File: src/rtl/reg_cmd_driver.sv
// reg_cmd_driver
// Turns raw DE0 push-buttons and slide switches into clean one-cycle command
// codes for the register block's ctrl/data_input pair. Buttons and switches
// are synchronized, buttons are debounced, press events are arbitrated
// (CLR > LD > DEC > INC) and INC/DEC auto-repeat while held.
//
// Ports:
//   clk          system clock, all state on the rising edge
//   async_reset  asynchronous active-high reset
//   btn_inc      raw button, 1 = pressed
//   btn_dec      raw button, 1 = pressed
//   btn_ld       raw button, 1 = pressed
//   btn_clr      raw button, 1 = pressed
//   sw           raw switches, value captured on LD
//   ctrl         command code to the register, REG_CTRL_NOP when idle
//   data_out     value for the register's data_input
//   cmd_valid    high exactly when ctrl != REG_CTRL_NOP
module reg_cmd_driver #(
  parameter int WIDTH           = 8,
  parameter int DEBOUNCE_CYCLES = 500000,
  parameter int REPEAT_DELAY    = 25000000,
  parameter int REPEAT_PERIOD   = 5000000,
  localparam int REG_CTRL_WIDTH = 3
) (
  input  logic                      clk,
  input  logic                      async_reset,
  input  logic                      btn_inc,
  input  logic                      btn_dec,
  input  logic                      btn_ld,
  input  logic                      btn_clr,
  input  logic [WIDTH-1:0]          sw,
  output logic [REG_CTRL_WIDTH-1:0] ctrl,
  output logic [WIDTH-1:0]          data_out,
  output logic                      cmd_valid
);

  // Command codes shared with the register block.
  localparam logic [REG_CTRL_WIDTH-1:0] REG_CTRL_NOP = 3'd0;
  localparam logic [REG_CTRL_WIDTH-1:0] REG_CTRL_INC = 3'd1;
  localparam logic [REG_CTRL_WIDTH-1:0] REG_CTRL_DEC = 3'd2;
  localparam logic [REG_CTRL_WIDTH-1:0] REG_CTRL_LD  = 3'd3;
  localparam logic [REG_CTRL_WIDTH-1:0] REG_CTRL_CLR = 3'd4;

  // Button bit positions inside the packed button vectors.
  localparam int B_INC = 0;
  localparam int B_DEC = 1;
  localparam int B_LD  = 2;
  localparam int B_CLR = 3;

  localparam int DW   = $clog2(DEBOUNCE_CYCLES + 1);
  localparam int MAXT = (REPEAT_DELAY > REPEAT_PERIOD) ? REPEAT_DELAY : REPEAT_PERIOD;
  localparam int TW   = $clog2(MAXT);

  localparam logic [DW-1:0] DB_LAST      = DW'(DEBOUNCE_CYCLES - 1);
  localparam logic [TW-1:0] DELAY_LAST   = TW'(REPEAT_DELAY - 2);
  localparam logic [TW-1:0] PERIOD_LAST  = TW'(REPEAT_PERIOD - 2);

  typedef enum logic [2:0] {IDLE, ISSUE, DELAY, REPEAT, WAIT_REL} state_t;

  logic [3:0]       btn_s1, btn_s2;
  logic [WIDTH-1:0] sw_s1, sw_s2;
  logic [3:0]       stable, stable_q;
  logic [DW-1:0]    db_cnt [4];
  logic [3:0]       press;

  state_t                    state;
  logic [REG_CTRL_WIDTH-1:0] cmd;
  logic                      repeating;
  logic [TW-1:0]             timer;

  logic [REG_CTRL_WIDTH-1:0] pick;
  logic                      held_level;
  logic [TW-1:0]             threshold;

  // Two-flop synchronizers for buttons and switches.
  always_ff @(posedge clk or posedge async_reset) begin
    if (async_reset) begin
      btn_s1 <= '0;
      btn_s2 <= '0;
      sw_s1  <= '0;
      sw_s2  <= '0;
    end else begin
      btn_s1 <= {btn_clr, btn_ld, btn_dec, btn_inc};
      btn_s2 <= btn_s1;
      sw_s1  <= sw;
      sw_s2  <= sw_s1;
    end
  end

  // Debounce: the counter only runs while the synchronized level disagrees
  // with the accepted level, so any agreement restarts the qualification.
  // stable_q is the previous accepted level, used for edge detection.
  always_ff @(posedge clk or posedge async_reset) begin
    if (async_reset) begin
      stable   <= '0;
      stable_q <= '0;
      for (int i = 0; i < 4; i++) db_cnt[i] <= '0;
    end else begin
      stable_q <= stable;
      for (int i = 0; i < 4; i++) begin
        if (btn_s2[i] == stable[i]) begin
          db_cnt[i] <= '0;
        end else if (db_cnt[i] == DB_LAST) begin
          stable[i] <= btn_s2[i];
          db_cnt[i] <= '0;
        end else begin
          db_cnt[i] <= db_cnt[i] + DW'(1);
        end
      end
    end
  end

  assign press = stable & ~stable_q;

  // Fixed-priority pick among simultaneous presses; losers are dropped.
  always_comb begin
    pick = REG_CTRL_NOP;
    if (press[B_CLR])      pick = REG_CTRL_CLR;
    else if (press[B_LD])  pick = REG_CTRL_LD;
    else if (press[B_DEC]) pick = REG_CTRL_DEC;
    else if (press[B_INC]) pick = REG_CTRL_INC;
  end

  // Accepted level of the button that issued the current command.
  always_comb begin
    held_level = 1'b0;
    case (cmd)
      REG_CTRL_INC: held_level = stable[B_INC];
      REG_CTRL_DEC: held_level = stable[B_DEC];
      REG_CTRL_LD:  held_level = stable[B_LD];
      REG_CTRL_CLR: held_level = stable[B_CLR];
      default:      held_level = 1'b0;
    endcase
  end

  assign threshold = (state == REPEAT) ? PERIOD_LAST : DELAY_LAST;

  // Command FSM. ctrl/cmd_valid are set on the edge that enters ISSUE so the
  // pulse lines up with the ISSUE cycle and defaults back to NOP afterwards.
  // In DELAY/REPEAT the release check precedes the threshold check so a
  // release landing on the threshold cycle suppresses the repeat; a CLR
  // press overrides both.
  always_ff @(posedge clk or posedge async_reset) begin
    if (async_reset) begin
      state     <= IDLE;
      cmd       <= REG_CTRL_NOP;
      repeating <= 1'b0;
      timer     <= '0;
      ctrl      <= REG_CTRL_NOP;
      cmd_valid <= 1'b0;
      data_out  <= '0;
    end else begin
      ctrl      <= REG_CTRL_NOP;
      cmd_valid <= 1'b0;
      case (state)
        IDLE: begin
          if (|press) begin
            cmd       <= pick;
            repeating <= 1'b0;
            ctrl      <= pick;
            cmd_valid <= 1'b1;
            state     <= ISSUE;
            if (pick == REG_CTRL_LD) data_out <= sw_s2;
          end
        end
        ISSUE: begin
          if (cmd == REG_CTRL_INC || cmd == REG_CTRL_DEC) begin
            timer <= '0;
            state <= repeating ? REPEAT : DELAY;
          end else begin
            state <= WAIT_REL;
          end
        end
        DELAY, REPEAT: begin
          if (press[B_CLR]) begin
            cmd       <= REG_CTRL_CLR;
            repeating <= 1'b0;
            ctrl      <= REG_CTRL_CLR;
            cmd_valid <= 1'b1;
            state     <= ISSUE;
          end else if (!held_level) begin
            state <= IDLE;
          end else if (timer == threshold) begin
            repeating <= 1'b1;
            ctrl      <= cmd;
            cmd_valid <= 1'b1;
            state     <= ISSUE;
          end else begin
            timer <= timer + TW'(1);
          end
        end
        WAIT_REL: begin
          if (press[B_CLR]) begin
            cmd       <= REG_CTRL_CLR;
            repeating <= 1'b0;
            ctrl      <= REG_CTRL_CLR;
            cmd_valid <= 1'b1;
            state     <= ISSUE;
          end else if (!held_level) begin
            state <= IDLE;
          end
        end
        default: state <= IDLE;
      endcase
    end
  end

endmodule

File: config.mk
export PLATFORM = sky130hd
export DESIGN_NAME = reg_cmd_driver
export DESIGN_NICKNAME = d
export VERILOG_FILES = /design/src/rtl/reg_cmd_driver.sv
export SDC_FILE = /design/constraint.sdc
export NUM_CORES = 1
export LEC_CHECK = 0
export CAP_MARGIN = 20
export CORE_MARGIN = 4
export CORE_UTILIZATION = 40
export DETAILED_ROUTE_END_ITERATION = 16
export PLACE_DENSITY = 0.59
export SYNTH_ARGS = -nofsm -noshare
export SYNTH_HDL_FRONTEND = slang
export SYNTH_SLANG_ARGS = --single-unit
File: constraint.sdc
create_clock -name clk -period 12.5 [get_ports clk]
set_clock_uncertainty 0.15 [all_clocks]
set_input_delay 3.75 -clock clk [delete_from_list [all_inputs] [get_ports clk]]
set_output_delay 3.75 -clock clk [all_outputs]
set_load 0.01 [all_outputs]
* Yosys cells after proc, flatten, opt, wreduce, memory -nomap -nowiden
Index checks and enable logic that the tools add are counted.
Word-level totals: register bits after elaboration 152, input port bits 14, logic and storage cells 126
Cells by class: eq/ne operators 29, add/subtract/negate cells 5, reductions and logical operators 17, bitwise gates (word level) 6, multiplexer cells 49
Operators with widths (count):
- two-way mux 19 bit | 8
- two-way mux 25 bit | 5
- adder 19 x 1 -> 19 bit, second input constant | 4
- == test 19 bit, second input constant | 4
- case mux 25 bit (2 select lines) | 1
- two-way mux 3 bit | 15
- adder 25 x 1 -> 25 bit, second input constant | 1
- == test 25 bit | 1
- == test 3 x 2 -> 1 bit, second input constant | 5
- two-way mux 1 bit | 12
- != test 2 bit, second input constant | 6
- case mux 3 bit (4 select lines) | 1
- AND reduction 5 bit | 2
- != test 3 bit, second input constant | 3
- case mux 3 bit (3 select lines) | 1
- AND reduction 3 bit | 3
- AND reduction 2 bit | 4
- == test 3 x 1 -> 1 bit, second input constant | 2
- == test 3 bit, second input constant | 2
- case mux 1 bit (3 select lines) | 2
- case mux 3 bit (2 select lines) | 1
- bitwise AND 4 bit | 1
- == test 1 bit | 4
- two-way mux 2 bit | 2
- 12 further kinds | 16

* Depth between registers and ports, before layout
Gate-level depths: netlist of run 1.
depth after elaboration 8, mapped depth 9, gate-level depth less buffers 8

* Least setup slack after synthesis of run 1
No wires, ideal clock.
kind reg2out, start point register data_out[0], end point output data_out[0], arrival time 383 ps, stages on the path, launching flop included 1, required time 8600 ps, path slack 8217 ps, cell sequence dfrtp_1
RTL lines:
- start: declaration | RTL line 33 | output logic [WIDTH-1:0] data_out,
- start signal: assignment | RTL line 163 | if (pick == REG_CTRL_LD) data_out <= sw_s2;
No word-level cell between the ends.

==> out/metrics.yaml, run 1 <==
run_status:
  status: "finished, final reports clean"
clock_network:
  postCtsSetupBuffers: 0
  cts_buffer_depth: 2
  cts.sinks: 152
  clkLatencyLatePin_ns: 0.42
  clk_pin_slew_ns: 0.06
  clockRootBuffer: "clkbuf_16"
  hold_buffers: 0
  cts_buffers: 17
  post_cts_resized: 0
  cts_tree: "yes"
  h-tree-depth: 4
finish:
  finalNonFillerCells: 932
  fin_nets: 719
  nFillCells: 1555
  mostFrequentLayoutCells: "dfrtp_1 (152), nor2_1 (117), xor2_1 (48)"
  fin_area_um2: 8000
  area_delta_synth_final_pct: 15.5
  num_antenna_cells: 0
  final_common_cell: "dfrtp_1"
  utilization_pct: 47.7
  drive_gt1_share_pct: 7.87
hold_path:
  min_path_cells: 0
  min-delay-start: "sw_s1[0]$_DFF_PP0_"
  holdPathEnd: "sw_s2[0]$_DFF_PP0_"
  hold_class: "reg2reg"
synthesis:
  synth_seq_area_share_pct: 55.0
  yosysUniqueCellTypes: 51
  syn_inst: 668
  postSynthAreaPerCell_um2: 10.4
  ys_async_sr_fraction_pct: 100
  ys.warnings.count: 0
  ys_seq_elements: 152
  synthesis.nets: 688
  syn-cell-area_um2: 6920
  synth-edff-count: 0
  synth-main-ff-cell: "dfrtp_1"
timing:
  period_share_pct: 42.7
  min_period_ns: 5.33
  setup_viol: 0
  drv_slew: 0
  grt_setup_unrepaired: "false"
  fmax_ghz: 0.188
  relSlewSlack_pct: 37.1
  worst_pin_slew_ns: 0.941
  hold_viol_final: 0
  setup-tns-final_ns: 0
critical_path:
  required_ns: 12.80
  crit_path_end_kind: "async pin"
  cp_max_fo: 88
  rrSetupSlack_ns: 9.79
  startpoint_type: "input port"
  critPathMaxStageDelay_ns: 0.77
  crit_arrival_ns: 5.63
  worstSetupPathType: "in2async"
  cpMaxStageDelayCell: "buf_4"
  cp.depth: 3
  critPathBufInv: 3
  critical-path-top-delay-family: "buffers and inverters"
  r2r-start: "state[2]$_DFFE_PP0P_"
  path_cells: "clkdlybuf4s50_1, inv_6, buf_4"
  rr_endpoint: "timer[6]$_DFFE_PP0P_"
  rr_worst_depth: 6
place:
  gp_congestion: 0.830
  io_buffers: 25
  placed_cells: 900
  dpl.hpwl_um: 8830
  place_area_um2: 7400
global_routing:
  grt_max_degree: 89
  grt_pass1_wl_um: 23300
  grt_overflow: 0
  grt_pass1_vias: 4925
  grt_use_total_pct: 14.5
  antenna_found_initial: 0
routing:
  via_per_inst: 5.25
  drc: 0
  wirelength_um: 13200
  first_iter_violations: 275
  post_drt_wl_per_cell_um: 14.1
  dr.pass1.iters: 7
  via_count: 4896
  postRouteAntennaNets: 0
die:
  top_level_ports: 26
  core-area_um2: 16800
  fp-row-count: 47
  start_util_pct: 41.3
  dieWidth_um: 140
  die_y_um: 140
  dieArea_um2: 19500
power:
  p_per_area_nw_per_um2: 129
  p_int_uw: 819
  swShare_pct: 20.9
  pwr-share-seq_pct: 48.7
  power.share.clock_pct: 49.0
  vdd_drop_max_v: 0.0000981
  leakagePower_nw: 3.45
  power_frac_comb_pct: 2.3
  switchingPower_uw: 217
run:
  maxCapViolations: 0
-- state kept, by name, summed over array words and instances, names as in the netlist, 3 cells and up --
signal	cells
stable	4
btn_s1	4
stable_q	4
db_cnt	76
sw_s1	8
data_out	8
state	3
sw_s2	8
cmd	3
timer	25
ctrl	3
btn_s2	4
-- worst register-to-register path, stage by stage (launching register included) --
cell and delay, ns:
dfrtp_1 0.46, nand2b_1 0.38, nor2_1 0.18, o31a_1 0.60
o21ai_2 0.22, or4_1 0.50, a21oi_1 0.16
-- cells by family after synthesis --
kind of cell    synth area share, %
xor+xnor                       10.3
fa+ha+maj                      1.08
mux                            2.26
compound gates                 6.82
buf+inv                        1.81
simple gates                   22.8
flops                          55.0
-- how the worst max path moves through the flow --
stage / startpoint / to / slack [ns]
after global placement: async_reset / db_cnt[19]$_DFF_PP0_ / 6.66
after global routing: async_reset / db_cnt[20]$_DFF_PP0_ / 6.83
after detailed placement: async_reset / db_cnt[20]$_DFF_PP0_ / 6.63
after CTS: async_reset / timer[23]$_DFFE_PP0P_ / 7.08
final: async_reset / db_cnt[24]$_DFF_PP0_ / 7.17
after floorplan: async_reset / btn_s1[0]$_DFF_PP0_ / 4.51
-- cells in the mapped netlist (all sizes together) (2+ instances only) --
master / instances / area share (%)
o21ai: 26 / 2.2
dfrtp: 152 / 55
nand3b: 2 / 0.22
a31oi: 6 / 0.54
inv: 17 / 0.92
or2: 4 / 0.36
and3: 11 / 0.99
nor4: 14 / 1.4
a21oi: 14 / 1.0
nor4b: 2 / 0.25
xnor2: 33 / 4.2
ha: 6 / 1.1
nor2: 117 / 6.3
xor2: 48 / 6.1
o211ai: 4 / 0.51
or4bb: 2 / 0.33
and4: 11 / 1.4
nand2: 45 / 2.4
nor2b: 6 / 0.54
nand4bb: 2 / 0.33
nand2b: 7 / 0.63
mux2: 13 / 2.1
o2111ai: 4 / 0.51
nand4: 22 / 2.0
and2: 6 / 0.54
nand3: 39 / 2.8
o31ai: 3 / 0.33
nor4bb: 3 / 0.43
or3: 7 / 0.63
nor3: 10 / 0.89
or4: 2 / 0.22
clkbuf: 10 / 0.54
buf: 5 / 0.34
a21o: 5 / 0.54
-- power by group through the flow --
stage | Combinational, mW | Clock [mW] | Sequential [mW]
floorplan | 0.0164 | 0 | 0.511
global placement | 0.0244 | 0 | 0.512
detailed placement | 0.0250 | 0 | 0.513
CTS | 0.0252 | 0.524 | 0.504
global route | 0.0283 | 0.548 | 0.504
finish | 0.0240 | 0.507 | 0.504
-- metrics by stage --
stage               total power, mW  setup slack [ns]  hold WS, ns
finish                         1.04              7.17        0.195
global placement              0.537              6.66        0.183
global route                   1.08              6.83        0.202
detailed placement            0.538              6.63        0.186
floorplan                     0.528              4.51        0.181
CTS                            1.05              7.08        0.196
-- metal layers --
metal  up-vias  wire length (um)  track usage, %
met4         0               176            5.76
met3        14               513            4.32
met5         -                 0               0
met1      2404              6270            19.4
met2        96              6210            22.2
li1       2382                 -               -
-- cell type report --
cell class	instances	area, um^2	share of cell area (%)
Sequential cell	152	3800	47.6
Multi-Input combinational cell	484	2990	37.4
Clock buffer	23	478	5.98
Tap cell	220	275	3.44
Timing Repair Buffer	27	265	3.32
Clock inverter	9	113	1.41
Inverter	17	68.8	0.861
(Power assumes the default switching activity.)
==> run 2: changes to the inputs <==
==> constraint.sdc (replaced) <==
create_clock -name clk -period 5.13 [get_ports clk]
set_clock_uncertainty 0.15 [all_clocks]
set_input_delay 1.539 -clock clk [delete_from_list [all_inputs] [get_ports clk]]
set_output_delay 1.539 -clock clk [all_outputs]
set_load 0.01 [all_outputs]
==> out/metrics.yaml, run 2 (synthesis gave the netlist of run 1 again) <==
finish:
  mostFrequentLayoutCells: "dfrtp_1 (152), nor2_1 (117), xor2_1 (48)"
  nFillCells: 1527
  drive_gt1_share_pct: 8.53
  fin_area_um2: 8020
  largestRegisters: "db_cnt: 76 flops, timer: 25 flops"
  largest_reg_flops: 76
  final_common_cell: "dfrtp_1"
  multi_input_comb_area_um2: 2990
  area_delta_synth_final_pct: 15.9
  num_antenna_cells: 0
  fin_nets: 722
  largest_register: "db_cnt"
  register_area_um2: 3800
  utilization_pct: 47.8
place:
  gp_congestion: 0.840
  dpl.hpwl_um: 9010
  place_area_um2: 7440
  io_buffers: 25
die:
  fp-row-count: 47
  start_util_pct: 41.3
  top_level_ports: 26
  dieWidth_um: 140
  die_y_um: 140
  dieArea_um2: 19500
  core-area_um2: 16800
timing:
  drv_slew: 0
  period_share_pct: 58.8
  worst_pin_slew_ns: 0.917
  setup-tns-final_ns: 0
  min_period_ns: 3.02
  fmax_ghz: 0.331
  whs_ns: 0.199
  relSlewSlack_pct: 38.7
  setup_viol: 0
  grt_setup_unrepaired: "false"
  hold_viol_final: 0
clock_network:
  cts.sinks: 152
  h-tree-depth: 4
  post_cts_resized: 0
  cts_tree: "yes"
  clockRootBuffer: "clkbuf_16"
  postCtsSetupBuffers: 0
  hold_buffers: 0
  clk_pin_slew_ns: 0.06
  cts_buffers: 17
  cts_buffer_depth: 2
  clkLatencyLatePin_ns: 0.43
power:
  p_per_area_nw_per_um2: 314
  total_power_mw: 2.51
  leakagePower_nw: 3.45
  vdd_drop_max_v: 0.000224
hold_path:
  hold_class: "reg2reg"
  min-delay-start: "sw_s1[6]$_DFF_PP0_"
global_routing:
  antenna_found_initial: 0
  grt_overflow: 0
  grt_pass1_vias: 4820
  grt_pass1_wl_um: 23200
  grt_max_degree: 60
  grt_use_total_pct: 14.4
critical_path:
  required_ns: 3.44
  r2r-start: "state[1]$_DFFE_PP0P_"
  cp_max_fo: 2
  crit_arrival_ns: 1.33
  worstSetupPathType: "reg2out"
  startpoint_type: "register"
  critical-path-top-delay-family: "buffers and inverters"
  critPathBufInv: 1
  path_cells: "clkdlybuf4s50_1"
  critPathMaxStageDelay_ns: 0.55
  cpMaxStageDelayCell: "clkdlybuf4s50_1"
  critPathLaunch: "data_out[4]$_DFFE_PP0P_"
  crit_path_end_kind: "output pin"
routing:
  post_drt_wl_per_cell_um: 14.1
  postRouteAntennaNets: 0
  via_count: 4863
  routed.top_layer: "met4"
  met3_wirelength_um: 469
  first_iter_violations: 230
  met1_length_um: 6360
  wirelength_um: 13200
  dr.pass1.iters: 4
  drc: 0
  via_per_inst: 5.20
  dr_wl_met2_um: 6230
run:
  maxCapViolations: 0
run_status:
  status: "finished, final reports clean"
[run 2: cell types whose count changed in the layout (fill, tap and decap cells not counted), sizes merged]
| cell | before | now |
|---|---|---|
| clkinv | 2 | 8 |
| clkinvlp | 1 | 3 |
| inv | 21 | 18 |
| clkbuf | 23 | 18 |
| buf | 2 | 5 |
[run 2: path summary, 6_finish.rpt]
path | end | slack [ns] | depth (start not counted)
max reg2reg | timer[6]$_DFFE_PP0P_ | 2.41 | 6
min reg2reg | sw_s2[6]$_DFF_PP0_ | 0.20 | 0
max | data_out[4] | 2.11 | 1
max in group asynchronous | db_cnt[12]$_DFF_PP0_ | 2.47 | 3
min in group asynchronous | ctrl[1]$_DFF_PP0_ | 1.43 | 2
min | sw_s2[6]$_DFF_PP0_ | 0.20 | 0
[run 2: cell type report]
type	instances	share of cell area [%]
clock inverters	14	1.89
well taps	220	3.43
clock buffers	18	5.35
multi-input cells	484	37.3
inverters	17	0.843
repair buffers	30	3.74
flip-flops and latches	152	47.4
[run 2: worst register-to-register path: stages (launching register included)]
cell and delay (ns):
dfrtp_1 0.53, nand2b_1 0.33, nor2_1 0.18, o31a_1 0.60
o21ai_2 0.20, or4_1 0.50, a21oi_1 0.15
[run 2: through the flow]
stage                     std cells  setup WS, ns
after detailed placement        903          1.94
after floorplan                 668          1.52
after global placement          903          1.96
final                           935          2.11
after global routing            935          2.05
after CTS                       935          2.09
[run 2: power breakdown]
group          internal [mW]  switching (mW)  leakage, nW  total [mW]
Clock                  0.719           0.506        0.281        1.23
Sequential              1.22          0.0112         2.06        1.23
Combinational         0.0213          0.0404         1.12      0.0617
[run 2: routing by layer]
metal | track usage (%) | vias up
met4 | 5.00 | 0
li1 | - | 2392
met2 | 22.2 | 68
met3 | 3.81 | 13
met5 | 0 | -
met1 | 19.7 | 2390
==> run 3: changes to the inputs <==
==> constraint.sdc (replaced) <==
create_clock -name clk -period 3 [get_ports clk]
set_clock_uncertainty 0.15 [all_clocks]
set_input_delay 0.9 -clock clk [delete_from_list [all_inputs] [get_ports clk]]
set_output_delay 0.9 -clock clk [all_outputs]
set_load 0.01 [all_outputs]
==> out/metrics.yaml, run 3 (synthesis gave the netlist of run 1 again) <==
timing:
  setup_viol: 0
  hold_viol_final: 0
  setup_ws_ns: 0.572
  worst_pin_slew_ns: 0.706
  fmax_ghz: 0.412
  period_share_pct: 80.9
  grt_setup_unrepaired: "false"
  drv_slew: 0
  relSlewSlack_pct: 52.5
  whs_ns: 0.199
  setup-tns-final_ns: 0
  min_period_ns: 2.43
clock_network:
  clockRootBuffer: "clkbuf_16"
  post_cts_resized: 0
  clk_pin_slew_ns: 0.06
  clkLatencyLatePin_ns: 0.42
  cts_buffer_depth: 2
  hold_buffers: 0
  cts.sinks: 152
  cts_tree: "yes"
  cts_buffers: 17
  h-tree-depth: 4
  postCtsSetupBuffers: 0
place:
  place_area_um2: 7500
  io_buffers: 25
  dpl_worst_slack_ns: 0.632
  dpl.hpwl_um: 9070
  gp_congestion: 0.833
die:
  dieWidth_um: 140
  dieArea_um2: 19500
  die_y_um: 140
  start_util_pct: 41.3
  core-area_um2: 16800
  fp-row-count: 47
  top_level_ports: 26
critical_path:
  r2r-start: "state[1]$_DFFE_PP0P_"
  critPathLaunch: "state[1]$_DFFE_PP0P_"
  startpoint_type: "register"
  crit_path_end_kind: "register"
  cp_max_fo: 9
  crit_arrival_ns: 2.60
  worstSetupPathType: "reg2reg"
  required_ns: 3.17
finish:
  fin_area_um2: 8110
  area_delta_synth_final_pct: 17.1
  largest_reg_flops: 76
  num_antenna_cells: 0
  nFillCells: 1523
  drive_gt1_share_pct: 9.04
  mostFrequentLayoutCells: "dfrtp_1 (152), nor2_1 (117), xor2_1 (48)"
  final_common_cell: "dfrtp_1"
  largest_register: "db_cnt"
  utilization_pct: 48.4
  fin_nets: 727
  largestRegisters: "db_cnt: 76 flops, timer: 25 flops"
routing:
  postRouteAntennaNets: 0
  drc: 0
  via_count: 4806
  first_iter_violations: 258
  via_per_inst: 5.12
  dr.pass1.iters: 4
  wirelength_um: 13400
  post_drt_wl_per_cell_um: 14.2
power:
  vdd_drop_max_v: 0.000431
  p_per_area_nw_per_um2: 542
  leakagePower_nw: 3.49
run:
  maxCapViolations: 0
hold_path:
  hold_class: "reg2reg"
  min-delay-start: "sw_s1[1]$_DFF_PP0_"
global_routing:
  antenna_found_initial: 0
  grt_max_degree: 55
  grt_pass1_vias: 4706
  grt_overflow: 0
  grt_pass1_wl_um: 22700
  grt_use_total_pct: 14.1
run_status:
  status: "finished, final reports clean"
run 3: cell types whose count changed in the layout (fill, tap and decap cells not counted), sizes merged:
cell	change
clkinv	-5
clkinvlp	+2
inv	-1
buf	+5
clkbuf	+2
bufinv	+1
run 3: power breakdown:
group | internal, mW | switching, mW | total (mW)
Clock | 1.35 | 0.837 | 2.19
Sequential | 2.08 | 0.0187 | 2.10
Combinational | 0.0415 | 0.0698 | 0.111
run 3: path summary, 6_finish.rpt:
check,slack (ns),endpoint,cells past startpoint
min in group asynchronous,0.65,db_cnt[67]$_DFF_PP0_,2
min,0.20,sw_s2[1]$_DFF_PP0_,0
max reg2reg,0.57,timer[9]$_DFFE_PP0P_,6
max,0.57,timer[9]$_DFFE_PP0P_,6
max in group asynchronous,1.35,data_out[1]$_DFFE_PP0P_,4
min reg2reg,0.20,sw_s2[1]$_DFF_PP0_,0
run 3: through the flow:
step                      total power [mW]  std cells
final                                 4.40        939
after global placement                2.25        908
after global routing                  4.57        939
after CTS                             4.45        939
after floorplan                       2.20        668
after detailed placement              2.25        908
run 3: layer usage:
layer  vias up  track usage, %  share of wire [%]
met5         -               0                  0
met4         0            5.41                1.7
met3        17            3.60                3.7
met2        96            22.3                 47
met1      2296            18.9                 48
li1       2397               -                  -
run 3: worst max-delay path, cell delays in order, from the launching register on:
cell and delay, ns:
dfrtp_1 0.50, nor2b_1 0.44, a2111oi_4 0.14, o21ai_2 0.33, and2_1 0.40, nand2_1 0.11
o31ai_1 0.25
run 3: layout make-up:
type / instances / area (um^2) / share of cell area, %
clock buffer: 20 / 457 / 5.63
clock inverter: 11 / 148 / 1.82
inverter: 17 / 67.6 / 0.834
multi-input combinational: 484 / 2990 / 36.9
sequential: 152 / 3800 / 46.9
tap: 220 / 275 / 3.40
timing repair buffer: 35 / 363 / 4.48
